<file path="src/rtl/tenyr_run_ctl_if.sv">
// Control/status bundle between a run sequencer and its host or bench.
// master drives the run request side; slave is the sequencer itself.
interface tenyr_run_ctl_if #(
  parameter int unsigned CNT_W  = 32,
  parameter int unsigned NCORES = 1
);
  logic                     start;
  logic [CNT_W-1:0]         cfg_periods;
  logic                     stop_req;
  logic [NCORES-1:0]        retire;
  logic                     core_reset;
  logic                     core_halt;
  logic                     running;
  logic                     done;
  logic [1:0]               done_reason;
  logic [CNT_W-1:0]         cycle_count;
  logic [NCORES*CNT_W-1:0]  insn_count;

  modport master (
    output start, cfg_periods, stop_req, retire,
    input  core_reset, core_halt, running, done, done_reason,
           cycle_count, insn_count
  );

  modport slave (
    input  start, cfg_periods, stop_req, retire,
    output core_reset, core_halt, running, done, done_reason,
           cycle_count, insn_count
  );
endinterface

</file>
<file path="src/rtl/tenyr_run_ctl.sv">
// Run sequencer for tenyr cores: staged reset/halt release, run-cycle and
// per-core retire counters, and a run end on cycle limit or stop request.
module tenyr_run_ctl #(
  parameter int unsigned CNT_W        = 32,
  parameter int unsigned NCORES       = 1,
  parameter int unsigned RESET_CYCLES = 3,
  parameter int unsigned HALT_CYCLES  = 4
) (
  input logic             clk,
  input logic             reset,
  tenyr_run_ctl_if.slave  bus
);

  localparam int unsigned PRE_MAX = (RESET_CYCLES > HALT_CYCLES) ? RESET_CYCLES : HALT_CYCLES;
  localparam int unsigned PRE_W   = $clog2(PRE_MAX + 1);

  localparam logic [PRE_W-1:0] RST_LAST  = PRE_W'(RESET_CYCLES - 1);
  localparam logic [PRE_W-1:0] HALT_LAST = PRE_W'(HALT_CYCLES - 1);
  localparam logic [PRE_W-1:0] PRE_LAST  = PRE_W'(PRE_MAX - 1);

  typedef enum logic [1:0] {
    S_IDLE,
    S_PRE,
    S_RUN,
    S_DONE
  } state_t;

  state_t            state_q, state_d;
  logic [PRE_W-1:0]  pre_q, pre_d;
  logic [CNT_W-1:0]  limit_q, limit_d;
  logic [CNT_W-1:0]  cycle_q, cycle_d;
  logic [CNT_W-1:0]  ins_q [NCORES];
  logic [CNT_W-1:0]  ins_d [NCORES];
  logic              core_reset_q, core_reset_d;
  logic              core_halt_q, core_halt_d;
  logic              running_q, running_d;
  logic              done_q, done_d;
  logic [1:0]        reason_q, reason_d;
  logic [CNT_W-1:0]  cycle_inc;

  always_ff @(posedge clk or negedge reset) begin
    if (!reset) begin
      state_q      <= S_IDLE;
      pre_q        <= '0;
      limit_q      <= '0;
      cycle_q      <= '0;
      ins_q        <= '{default: '0};
      core_reset_q <= 1'b1;
      core_halt_q  <= 1'b1;
      running_q    <= 1'b0;
      done_q       <= 1'b0;
      reason_q     <= 2'd0;
    end else begin
      state_q      <= state_d;
      pre_q        <= pre_d;
      limit_q      <= limit_d;
      cycle_q      <= cycle_d;
      ins_q        <= ins_d;
      core_reset_q <= core_reset_d;
      core_halt_q  <= core_halt_d;
      running_q    <= running_d;
      done_q       <= done_d;
      reason_q     <= reason_d;
    end
  end

  always_comb begin
    state_d      = state_q;
    pre_d        = pre_q;
    limit_d      = limit_q;
    cycle_d      = cycle_q;
    ins_d        = ins_q;
    core_reset_d = core_reset_q;
    core_halt_d  = core_halt_q;
    running_d    = running_q;
    done_d       = done_q;
    reason_d     = reason_q;
    cycle_inc    = (cycle_q == '1) ? cycle_q : cycle_q + 1'b1;

    case (state_q)
      S_IDLE, S_DONE: begin
        // A restart from DONE re-enters the full reset/halt release sequence.
        if (bus.start) begin
          state_d      = S_PRE;
          limit_d      = bus.cfg_periods;
          cycle_d      = '0;
          ins_d        = '{default: '0};
          reason_d     = 2'd0;
          pre_d        = '0;
          core_reset_d = 1'b1;
          core_halt_d  = 1'b1;
          running_d    = 1'b0;
          done_d       = 1'b0;
        end
      end

      S_PRE: begin
        pre_d = pre_q + 1'b1;
        if (pre_q == RST_LAST)  core_reset_d = 1'b0;
        if (pre_q == HALT_LAST) core_halt_d  = 1'b0;
        if (pre_q == PRE_LAST) begin
          state_d   = S_RUN;
          running_d = 1'b1;
        end
      end

      S_RUN: begin
        cycle_d = cycle_inc;
        for (int unsigned i = 0; i < NCORES; i++) begin
          if (bus.retire[i] && (ins_q[i] != '1)) ins_d[i] = ins_q[i] + 1'b1;
        end
        // The final cycle and its retires are counted; stop outranks the limit.
        if (bus.stop_req || ((limit_q != '0) && (cycle_inc == limit_q))) begin
          state_d      = S_DONE;
          reason_d     = bus.stop_req ? 2'd2 : 2'd1;
          running_d    = 1'b0;
          done_d       = 1'b1;
          core_halt_d  = 1'b1;
          core_reset_d = 1'b0;
        end
      end

      default: state_d = S_IDLE;
    endcase
  end

  assign bus.core_reset  = core_reset_q;
  assign bus.core_halt   = core_halt_q;
  assign bus.running     = running_q;
  assign bus.done        = done_q;
  assign bus.done_reason = reason_q;
  assign bus.cycle_count = cycle_q;

  always_comb begin
    bus.insn_count = '0;
    for (int unsigned i = 0; i < NCORES; i++) begin
      bus.insn_count[i*CNT_W +: CNT_W] = ins_q[i];
    end
  end

endmodule

</file>
<file path="src/flat_wrapper.sv">
// flat-port wrapper written by rule: the top's interface ports become plain ports
module tenyr_run_ctl_flat 
#(
  parameter int unsigned CNT_W        = 32,
  parameter int unsigned NCORES       = 1,
  parameter int unsigned RESET_CYCLES = 3,
  parameter int unsigned HALT_CYCLES  = 4
)
  (clk, reset, bus_start, bus_cfg_periods, bus_stop_req, bus_retire, bus_core_reset, bus_core_halt, bus_running, bus_done, bus_done_reason, bus_cycle_count, bus_insn_count);
  tenyr_run_ctl_if #(.CNT_W(CNT_W), .NCORES(NCORES)) bus_i ();
  input logic clk;
  input logic reset;
  input wire logic [$bits(bus_i.start)-1:0] bus_start;
  input wire logic [$bits(bus_i.cfg_periods)-1:0] bus_cfg_periods;
  input wire logic [$bits(bus_i.stop_req)-1:0] bus_stop_req;
  input wire logic [$bits(bus_i.retire)-1:0] bus_retire;
  output wire logic [$bits(bus_i.core_reset)-1:0] bus_core_reset;
  output wire logic [$bits(bus_i.core_halt)-1:0] bus_core_halt;
  output wire logic [$bits(bus_i.running)-1:0] bus_running;
  output wire logic [$bits(bus_i.done)-1:0] bus_done;
  output wire logic [$bits(bus_i.done_reason)-1:0] bus_done_reason;
  output wire logic [$bits(bus_i.cycle_count)-1:0] bus_cycle_count;
  output wire logic [$bits(bus_i.insn_count)-1:0] bus_insn_count;
  assign bus_i.start = bus_start;
  assign bus_i.cfg_periods = bus_cfg_periods;
  assign bus_i.stop_req = bus_stop_req;
  assign bus_i.retire = bus_retire;
  assign bus_core_reset = bus_i.core_reset;
  assign bus_core_halt = bus_i.core_halt;
  assign bus_running = bus_i.running;
  assign bus_done = bus_i.done;
  assign bus_done_reason = bus_i.done_reason;
  assign bus_cycle_count = bus_i.cycle_count;
  assign bus_insn_count = bus_i.insn_count;
  tenyr_run_ctl #(.CNT_W(CNT_W), .NCORES(NCORES), .RESET_CYCLES(RESET_CYCLES), .HALT_CYCLES(HALT_CYCLES)) u_core (.clk(clk), .reset(reset), .bus(bus_i));
endmodule
</file>
<file path="config.mk">
export PLATFORM = sky130hd
export DESIGN_NAME = tenyr_run_ctl_flat
export DESIGN_NICKNAME = d
export VERILOG_FILES = /design/src/rtl/tenyr_run_ctl_if.sv /design/src/rtl/tenyr_run_ctl.sv /design/src/flat_wrapper.sv
export SDC_FILE = /design/constraint.sdc
export NUM_CORES = 1
export LEC_CHECK = 0
export CAP_MARGIN = 20
export CORE_ASPECT_RATIO = 0.7
export CORE_MARGIN = 1.5
export CORE_UTILIZATION = 25
export CTS_BUF_LIST = sky130_fd_sc_hd__clkbuf_4
export CTS_CLUSTER_DIAMETER = 40
export DETAILED_ROUTE_END_ITERATION = 10
export SLEW_MARGIN = 20
export SYNTH_ARGS = -nofsm -noshare
export SYNTH_HDL_FRONTEND = slang
export SYNTH_SLANG_ARGS = --single-unit
</file>
<file path="constraint.sdc">
create_clock -name clk -period 4.1 [get_ports clk]
set_clock_uncertainty 0.15 [all_clocks]
set_input_delay 0.615 -clock clk [delete_from_list [all_inputs] [get_ports clk]]
set_output_delay 0.615 -clock clk [all_outputs]
set_load 0.02 [all_outputs]
</file>
[After elaboration in Yosys (flattened, before gate mapping)]
Index checks and enable logic that the tools add are counted.
Word-level totals
  bits in registers: 107
  bits of input ports: 37
  output and inout bits: 70
  word-level logic and storage cells: 67
Operators by class
  add/subtract/negate cells: 3
  eq/ne operators: 13
  multiplexer cells: 26
  reductions and logical operators: 15
Operator list (number)
  $pmux 32 s2: 2
  $mux 32: 3
  $add 32x1->32 const B: 2
  $eq 32x32->1: 1
  $eq 32x32->1 const B: 1
  $ne 32x32->1 const B: 1
  $reduce_bool 32->1: 1
  $mux 2: 6
  $reduce_and 3->1: 4
  $pmux 1 s3: 3
  $ne 2x1->1 const B: 4
  $mux 1: 7
  $eq 3x2->1 const B: 2
  $pmux 2 s3: 1
  $pmux 3 s2: 1
  $reduce_and 2->1: 3
  $eq 2x2->1 const B: 2
  $pmux 2 s2: 1
  $reduce_bool 2->1: 2
  $add 3x1->3 const B: 1
  $mux 3: 1
  $eq 2x1->1 const B: 1
  $logic_and 1x1->1: 2
  $logic_not 2->1: 1
  4 further kinds: 4

[Longest topological paths before layout]
Gate-level depths: netlist (run 1).
  depth in word-level cells: 7
  depth in mapped cells: 13
  mapped depth without buffers: 10

[Worst setup path before layout (run 1)]
Ideal clock, no wire load.
  path type: reg2reg
  from: reg u_core.cycle_q[0] (netlist: u_core.bus.cycle_count[0])
  to: reg u_core.core_reset_q (netlist: u_core.bus.core_reset)
  library setup time: 81 ps
  data arrival time: 3116 ps
  data required time: 3869 ps
  path slack: 753 ps
  stages on the path, launching flop included: 13
  buffers on the path: 2
  period minus slack after synthesis: 3347 ps
  cell sequence: dfrtp_1 -> ha_1 -> clkbuf_1 -> nand2_1 -> or4_1 -> a2111oi_0 -> a21oi_1 -> xnor2_1 -> and4_1 -> and4_1 -> buf_6 -> and4b_2 -> a211oi_2
On the way
  word-level cells in the longest chain between the ends: 7
  elaborated cells between the ends (all ways): 8
  those cells by class: add/sub: 1; eq/ne: 3; mux: 1; reduce/logical: 3
RTL lines
  start: declaration: RTL line tenyr_run_ctl.sv:31  | logic [CNT_W-1:0] cycle_q, cycle_d;
  start signal: assignment: RTL line tenyr_run_ctl.sv:57  | cycle_q <= cycle_d;
  $add 32x1->32 / $eq 32x32->1 (equally long branches): RTL line tenyr_run_ctl.sv:78  | cycle_inc = (cycle_q == '1) ? cycle_q : cycle_q + 1'b1;
  $mux 32 (*): RTL line tenyr_run_ctl.sv:78
  $eq 32x32->1 (*): RTL line tenyr_run_ctl.sv:113  | if (bus.stop_req || ((limit_q != '0) && (cycle_inc == limit_q))) begin
  $logic_and 1x1->1 (*): RTL line tenyr_run_ctl.sv:113
  $logic_or 1x1->1 (*): RTL line tenyr_run_ctl.sv:113
  $ne 2x1->1 (no source line) (*)
  $reduce_and 3->1 (no source line) (*)
  end signal: assignment: RTL line tenyr_run_ctl.sv:59  | core_reset_q <= core_reset_d;
  end: declaration: RTL line tenyr_run_ctl.sv:34  | logic core_reset_q, core_reset_d;
Every way passes the cells marked *; elsewhere a longest branch is shown, timed or not.
A chain may end at the register's enable or synchronous reset.

[Worst setup path in the final report (run 1)]
  from: reg u_core.cycle_q[0] (netlist: u_core.bus.cycle_count[0])
  to: reg u_core.core_halt_q (netlist: u_core.bus.core_halt)
On the way
  word-level cells in the longest chain between the ends: 7
  elaborated cells between the ends (all ways): 8
  those cells by class: add/sub: 1; eq/ne: 3; mux: 1; reduce/logical: 3
RTL lines
  $add 32x1->32 / $eq 32x32->1 (equally long branches): RTL line tenyr_run_ctl.sv:78
  $mux 32 (*): RTL line tenyr_run_ctl.sv:78
  $eq 32x32->1 (*): RTL line tenyr_run_ctl.sv:113
  $logic_and 1x1->1 (*): RTL line tenyr_run_ctl.sv:113
  $logic_or 1x1->1 (*): RTL line tenyr_run_ctl.sv:113
  $ne 2x1->1 (no source line) (*)
  $reduce_and 3->1 (no source line) (*)
  end signal: assignment: RTL line tenyr_run_ctl.sv:60  | core_halt_q <= core_halt_d;
  end: declaration: RTL line tenyr_run_ctl.sv:35  | logic core_halt_q, core_halt_d;
Marks and branches as above.

==> reports/results.ini, run 1 <==
[floorplan]
die_x_um = 199.8
rows = 50
pin_count = 107
start_util_pct = 25.36
fp.coreArea_um2 = 26710
die_area_um2 = 28110
die_h_um = 140.7

[pwr]
p_seq_share_pct = 40.9
switchingPower_uw = 1753
p_int_uw = 2241
ir_drop_mv = 0.2203
combPwrFrac_pct = 45.0
p_leak_uw = 0.003273
power_per_cell_area_nw_per_um2 = 472.9
switching_share_pct = 43.89
pwr-share-clk_pct = 14.1

[critical_path]
r2r_cells = 10
r2r_start = u_core.bus.cycle_count[0]
cp.arrival_ps = 4100
cp_max_fo = 10
path_class = reg -> reg
worstSetupStartpointType = flip-flop
critPathCaptureType = flip-flop
r2r_slack_ps = 300
reg2reg_to = u_core.bus.core_halt
required_ps = 4400

[yosys]
synth_top_cell_by_area = dfrtp_1
synthesis.nets = 789
synth_seq_cells = 107
synth_seq_area_share_pct = 39.56
yosysWarnings = 0
syn_area_um2 = 6775
async_flop_share_pct = 100.0
syn_inst = 744
avgSynthCellArea_um2 = 9.107
synth-main-ff-cell = dfrtp_1
synth_area_leaders = dfrtp_1 (39%), mux2_2 (5.7%), xor2_1 (5.0%)
yosysTopAreaCellShare_pct = 38.78
yosysUniqueCellTypes = 71
synth-edff-count = 0

[final_layout]
drive_above_1_share_pct = 12.34
final_util_pct = 31.62
fin_nets = 891
most-common-layout-cells = clkdlybuf4s50_1 (105), dfrtp_1 (105), nand2_1 (70)
register_area_um2 = 2680
area_growth_pct = 24.65
num-fill-cells = 2832
stdcell_count = 1216
multiInputGateArea_um2 = 3804

[global_routing]
grt_pass1_wl_mm = 37.02
grt_max_degree = 67
grtUsageTotal_pct = 17.45
grt_pass1_vias = 5875
overflow = 0
antenna_found_initial = 1

[sta]
drv_slew = 0
hold_viol = 0
setup_viol = 0
worst_slew_pin_slew_ps = 688.0
maxSlewHeadroom_pct = 53.78
fin_ws_ps = 296.9
fin_crit_sh_pct = 92.76
rsz0062_at_grt = no
fmax_mhz = 262.9
period_minus_slack_ps = 3803
fin_setup_tns_ps = 0

[placement]
routabilityCongestion = 0.9564
dp_hpwl_mm = 18.65
place_inst = 1198
portBuffers = 106
dp_slack_ps = 293.6

[hold_path]
min_path_cells = 1
worstHoldEndpoint = u_core.pre_q[0]
min-delay-start = u_core.pre_q[0]
worstHoldPathType = reg -> reg

[drt]
wl_mm = 24.00
vias_per_cell = 5.201
routedWlPerCell_um = 19.73
vias = 6324
dr.pass1.iters = 6
ant_nets = 0
drtIter0Drc = 686
drc = 0

[outcome]
status = finished, final reports clean

[cts]
clk_pin_slew_ps = 160
post_cts_buffers = 0
h-tree-depth = 3
cts_buffers = 9
worstSkewPairLatency_ps = 490
cts_tree = yes
cts.sinks = 107
root_buffer = clkbuf_4
cts_buffer_depth = 2

[run]
maxCapViolations = 0

## Yosys cell counts (all sizes together) (2+ instances only)
master   number
dfrtp       105
nand2        70
nor2         62
o21ai        54
nand3        44
xor2         39
mux2         34
xnor2        33
nand4        27
clkbuf       24
nor4         23
buf          22
nor3         22
a21oi        21
and4         16
inv          15
and3         12
o31ai        12
a31oi        11
ha            8
nor2b         7
nand2b        6
or3           6
or4           6
a211oi        5
o41ai         5
a2111oi       4
a21o          4
a31o          4
or2           4
and2          3
nand3b        3
o211a         3
a22o          2
a311o         2
a41oi         2
dfstp         2
mux2i         2
o2111ai       2
o211ai        2
o21a          2
## how the worst max path moves through the flow
| stage | startpoint | to |
|---|---|---|
| 2_1_floorplan | u_core.bus.cycle_count[0] | u_core.bus.core_reset |
| 3_3_place_gp | u_core.bus.cycle_count[0] | u_core.bus.done_reason[1] |
| 3_5_place_dp | u_core.bus.cycle_count[0] | u_core.bus.core_halt |
| 4_1_cts | u_core.bus.cycle_count[0] | u_core.bus.core_halt |
| 5_1_grt | u_core.bus.cycle_count[1] | u_core.bus.running |
| 6_report | u_core.bus.cycle_count[0] | u_core.bus.core_halt |
## state kept, by name, summed over array words and instances (netlist names)
name                    count
u_core.bus.cycle_count     32
u_core.bus.insn_count      32
u_core.limit_q             32
u_core.pre_q                3
u_core.bus.done_reason      2
u_core.state_q              2
u_core.bus.core_halt        1
u_core.bus.core_reset       1
u_core.bus.done             1
u_core.bus.running          1
## cell type report
type | instances | share of cell area (%)
antenna | 1 | 0.02963
sequential | 107 | 31.73
clock buffer | 10 | 0.8889
tap | 364 | 5.393
multi-input combinational | 576 | 45.04
timing repair buffer | 137 | 15.47
clock inverter | 6 | 0.7852
inverter | 15 | 0.6667
## power groups by stage
stage | combinational, uW | clock (uW) | sequential, uW
2_1_floorplan | 1190 | 0 | 1530
3_3_place_gp | 1790 | 0 | 1630
3_5_place_dp | 1780 | 0 | 1640
4_1_cts | 1790 | 592 | 1620
5_1_grt | 1960 | 634 | 1660
6_report | 1800 | 564 | 1630
## layer usage
| metal | global-route usage (%) | vias up | wire length (um) |
|---|---|---|---|
| li1 | - | 2933 | - |
| met1 | 28.08 | 3095 | 12350 |
| met2 | 21.86 | 270 | 8930 |
| met3 | 5.096 | 26 | 2327 |
| met4 | 4.076 | 0 | 392 |
| met5 | 0 | - | 0 |
## metrics by stage
step	instance area [um^2]	hold slack, ps	total power [uW]
5_1_grt	8446	421.9	4257
6_report	8446	390.6	3994
4_1_cts	8442	393.2	3998
2_1_floorplan	6775	169.4	2724
3_3_place_gp	8290	347.0	3428
3_5_place_dp	8290	373.6	3421
## kinds of logic (layout without fill, tap and decap cells)
group / after synthesis / after routing / synth area share (%)
XOR/XNOR: 72 / 72 / 9.308
multiplexers: 36 / 36 / 5.946
other: 0 / 1 / 0
adder cells (fa/ha/maj): 8 / 8 / 1.477
AO/OA/AOI/OAI: 146 / 146 / 14.44
AND/OR/NAND/NOR: 314 / 314 / 24.91
buffers and inverters: 61 / 168 / 4.358
flip-flops: 107 / 107 / 39.56
## worst max-delay path, cell delays in order, from the launching register on
cell and delay (ps):
dfrtp_1 570, ha_1 390, nand2_1 150, or4_1 620, a2111oi_1 460, a21oi_1 180, xnor2_1 160, and4_1 170
and4_1 480, nand4_2 180, a31o_1 240
## timing repair
item                       CTS  global route
hold buffers                 1             0
resized for setup            0             1
setup endpoints to repair    0             7
hold endpoints to repair    41             0
(Power assumes the default switching activity.)
==> inputs of run 2 (changes only) <==
--- a/config.mk
+++ b/config.mk
@@ -12,6 +12,7 @@
 export CTS_BUF_LIST = sky130_fd_sc_hd__clkbuf_4
 export CTS_CLUSTER_DIAMETER = 40
 export DETAILED_ROUTE_END_ITERATION = 10
+export DONT_BUFFER_PORTS = 1
 export SLEW_MARGIN = 20
 export SYNTH_ARGS = -nofsm -noshare
 export SYNTH_HDL_FRONTEND = slang
==> run 2 against run 1 <==
- final area down 10%
- first-iteration DRC count is the same
- cell count is 6.4% lower
- hold slack worse by 320 ps
- total power is 2.5% lower
- critical path depth is 1 lower
==> reports/results.ini, run 2 (synthesis gave the netlist of run 1 again) <==
[drt]
drc = 0
routedWlPerCell_um = 21.40
wl_mm = 24.35
ant_nets = 0
drtIter0Drc = 686
vias_per_cell = 5.389
dr.pass1.iters = 6
vias = 6133

[floorplan]
start_util_pct = 25.36
fp.coreArea_um2 = 26710
pin_count = 107
rows = 50
die_x_um = 199.8
die_area_um2 = 28110
die_h_um = 140.7

[critical_path]
slowest_delay_ps = 680
slowest_stage = dfrtp_1
crit_family = simple AND/OR/NAND/NOR gates
crit_buf_inv = 0
cp_max_fo = 10
r2r_cells = 9
reg2reg_to = u_core.bus.core_reset
path_class = reg -> reg
required_ps = 4400
path_cells = and4_1 -> nand4_4 -> or3_1 -> nor4b_2 -> o211a_1 -> and4_1 -> and4_1 -> a41oi_1 -> a211oi_2
r2r_start = u_core.bus.cycle_count[26]
cp.arrival_ps = 4120
worstSetupStartpointType = flip-flop
critPathCaptureType = flip-flop
crit_top_cell = and4_1
r2r_slack_ps = 280

[sta]
fin_crit_sh_pct = 93.27
drv_slew = 0
maxSlewHeadroom_pct = 49.49
period_minus_slack_ps = 3824
worst_slew_pin_slew_ps = 750.8
setup_viol = 0
hold_viol = 0
rsz0062_at_grt = no
fin_setup_tns_ps = 0
fmax_mhz = 261.5

[final_layout]
drive_above_1_share_pct = 17.08
layout_commonest_cell = dfrtp_1
most-common-layout-cells = dfrtp_1 (105), nand2_1 (70), nor2_1 (61)
fin_nets = 813
area_growth_pct = 12.02
stdcell_count = 1138

[placement]
place_inst = 1119
portBuffers = 0
dp_hpwl_mm = 18.96
routabilityCongestion = 1.004

[cts]
worstSkewPairLatency_ps = 540
h-tree-depth = 3
cts_tree = yes
post_cts_buffers = 0
clk_pin_slew_ps = 200
cts_buffers = 9
cts_buffer_depth = 2
cts_resized = 0
cts.sinks = 107
hold_buffers = 2
root_buffer = clkbuf_4

[hold_path]
worstHoldPathType = in -> reg
worstHoldEndpoint = u_core.limit_q[6]
min_path_cells = 1
min-delay-start = bus_cfg_periods[6]

[outcome]
status = finished, final reports clean

[global_routing]
overflow = 0
grt_pass1_wl_mm = 37.00
antenna_found_initial = 1
grt_pass1_vias = 5698
grtUsageTotal_pct = 17.66
grt_max_degree = 108

[pwr]
ir_drop_mv = 0.3503
power_per_cell_area_nw_per_um2 = 513.1
p_leak_uw = 0.003045

[run]
maxCapViolations = 0

-- run 2: how the worst max path moves through the flow --
stage	from	end	slack (ps)	cells past startpoint
2_1_floorplan	u_core.bus.cycle_count[0]	u_core.bus.core_reset	750	12
3_3_place_gp	u_core.bus.cycle_count[26]	u_core.bus.done_reason[1]	460	9
3_5_place_dp	u_core.bus.cycle_count[26]	u_core.bus.done_reason[1]	440	9
4_1_cts	u_core.bus.cycle_count[26]	u_core.bus.core_reset	380	9
5_1_grt	u_core.bus.cycle_count[26]	u_core.bus.running	160	9
6_report	u_core.bus.cycle_count[26]	u_core.bus.core_reset	280	9
-- run 2: per-layer routing --
layer	part of all wire [%]	wire [um]	GRT usage [%]	up-vias
met1	48	11760	26.86	3017
met2	38	9243	22.55	306
met4	1.1	272	3.482	0
li1	-	-	-	2790
met5	0	0	0	-
met3	13	3076	7.464	20
-- run 2: final cells by class --
type                    count  area (um^2)
inverters                  15        56.30
clock buffers               9        67.56
diodes                      1        2.502
flip-flops and latches    107         2680
multi-input cells         576         3802
clock inverters             7        60.06
repair buffers             59        465.4
well taps                 364        455.4
fillers                  2898        19120
-- run 2: power breakdown --
part | total [uW] | switching [uW] | internal (uW) | leakage, uW
Combinational | 1700 | 991 | 705 | 0.00157
Sequential | 1640 | 360 | 1280 | 0.00140
Clock | 555 | 418 | 136 | 0.0000684
-- run 2: stage by stage --
step	hold WS [ps]	setup slack (ps)	instance area [um^2]	utilization (%)	power, uW
floorplan	169.4	752.9	6775	-	2724
global route	34.58	155.8	7590	28.41	4153
CTS	46.32	377.5	7587	28.40	3910
finish	72.85	276.0	7590	28.41	3894
detailed placement	172.6	437.3	7422	27.78	3317
global placement	174.1	457.3	7422	27.78	3322
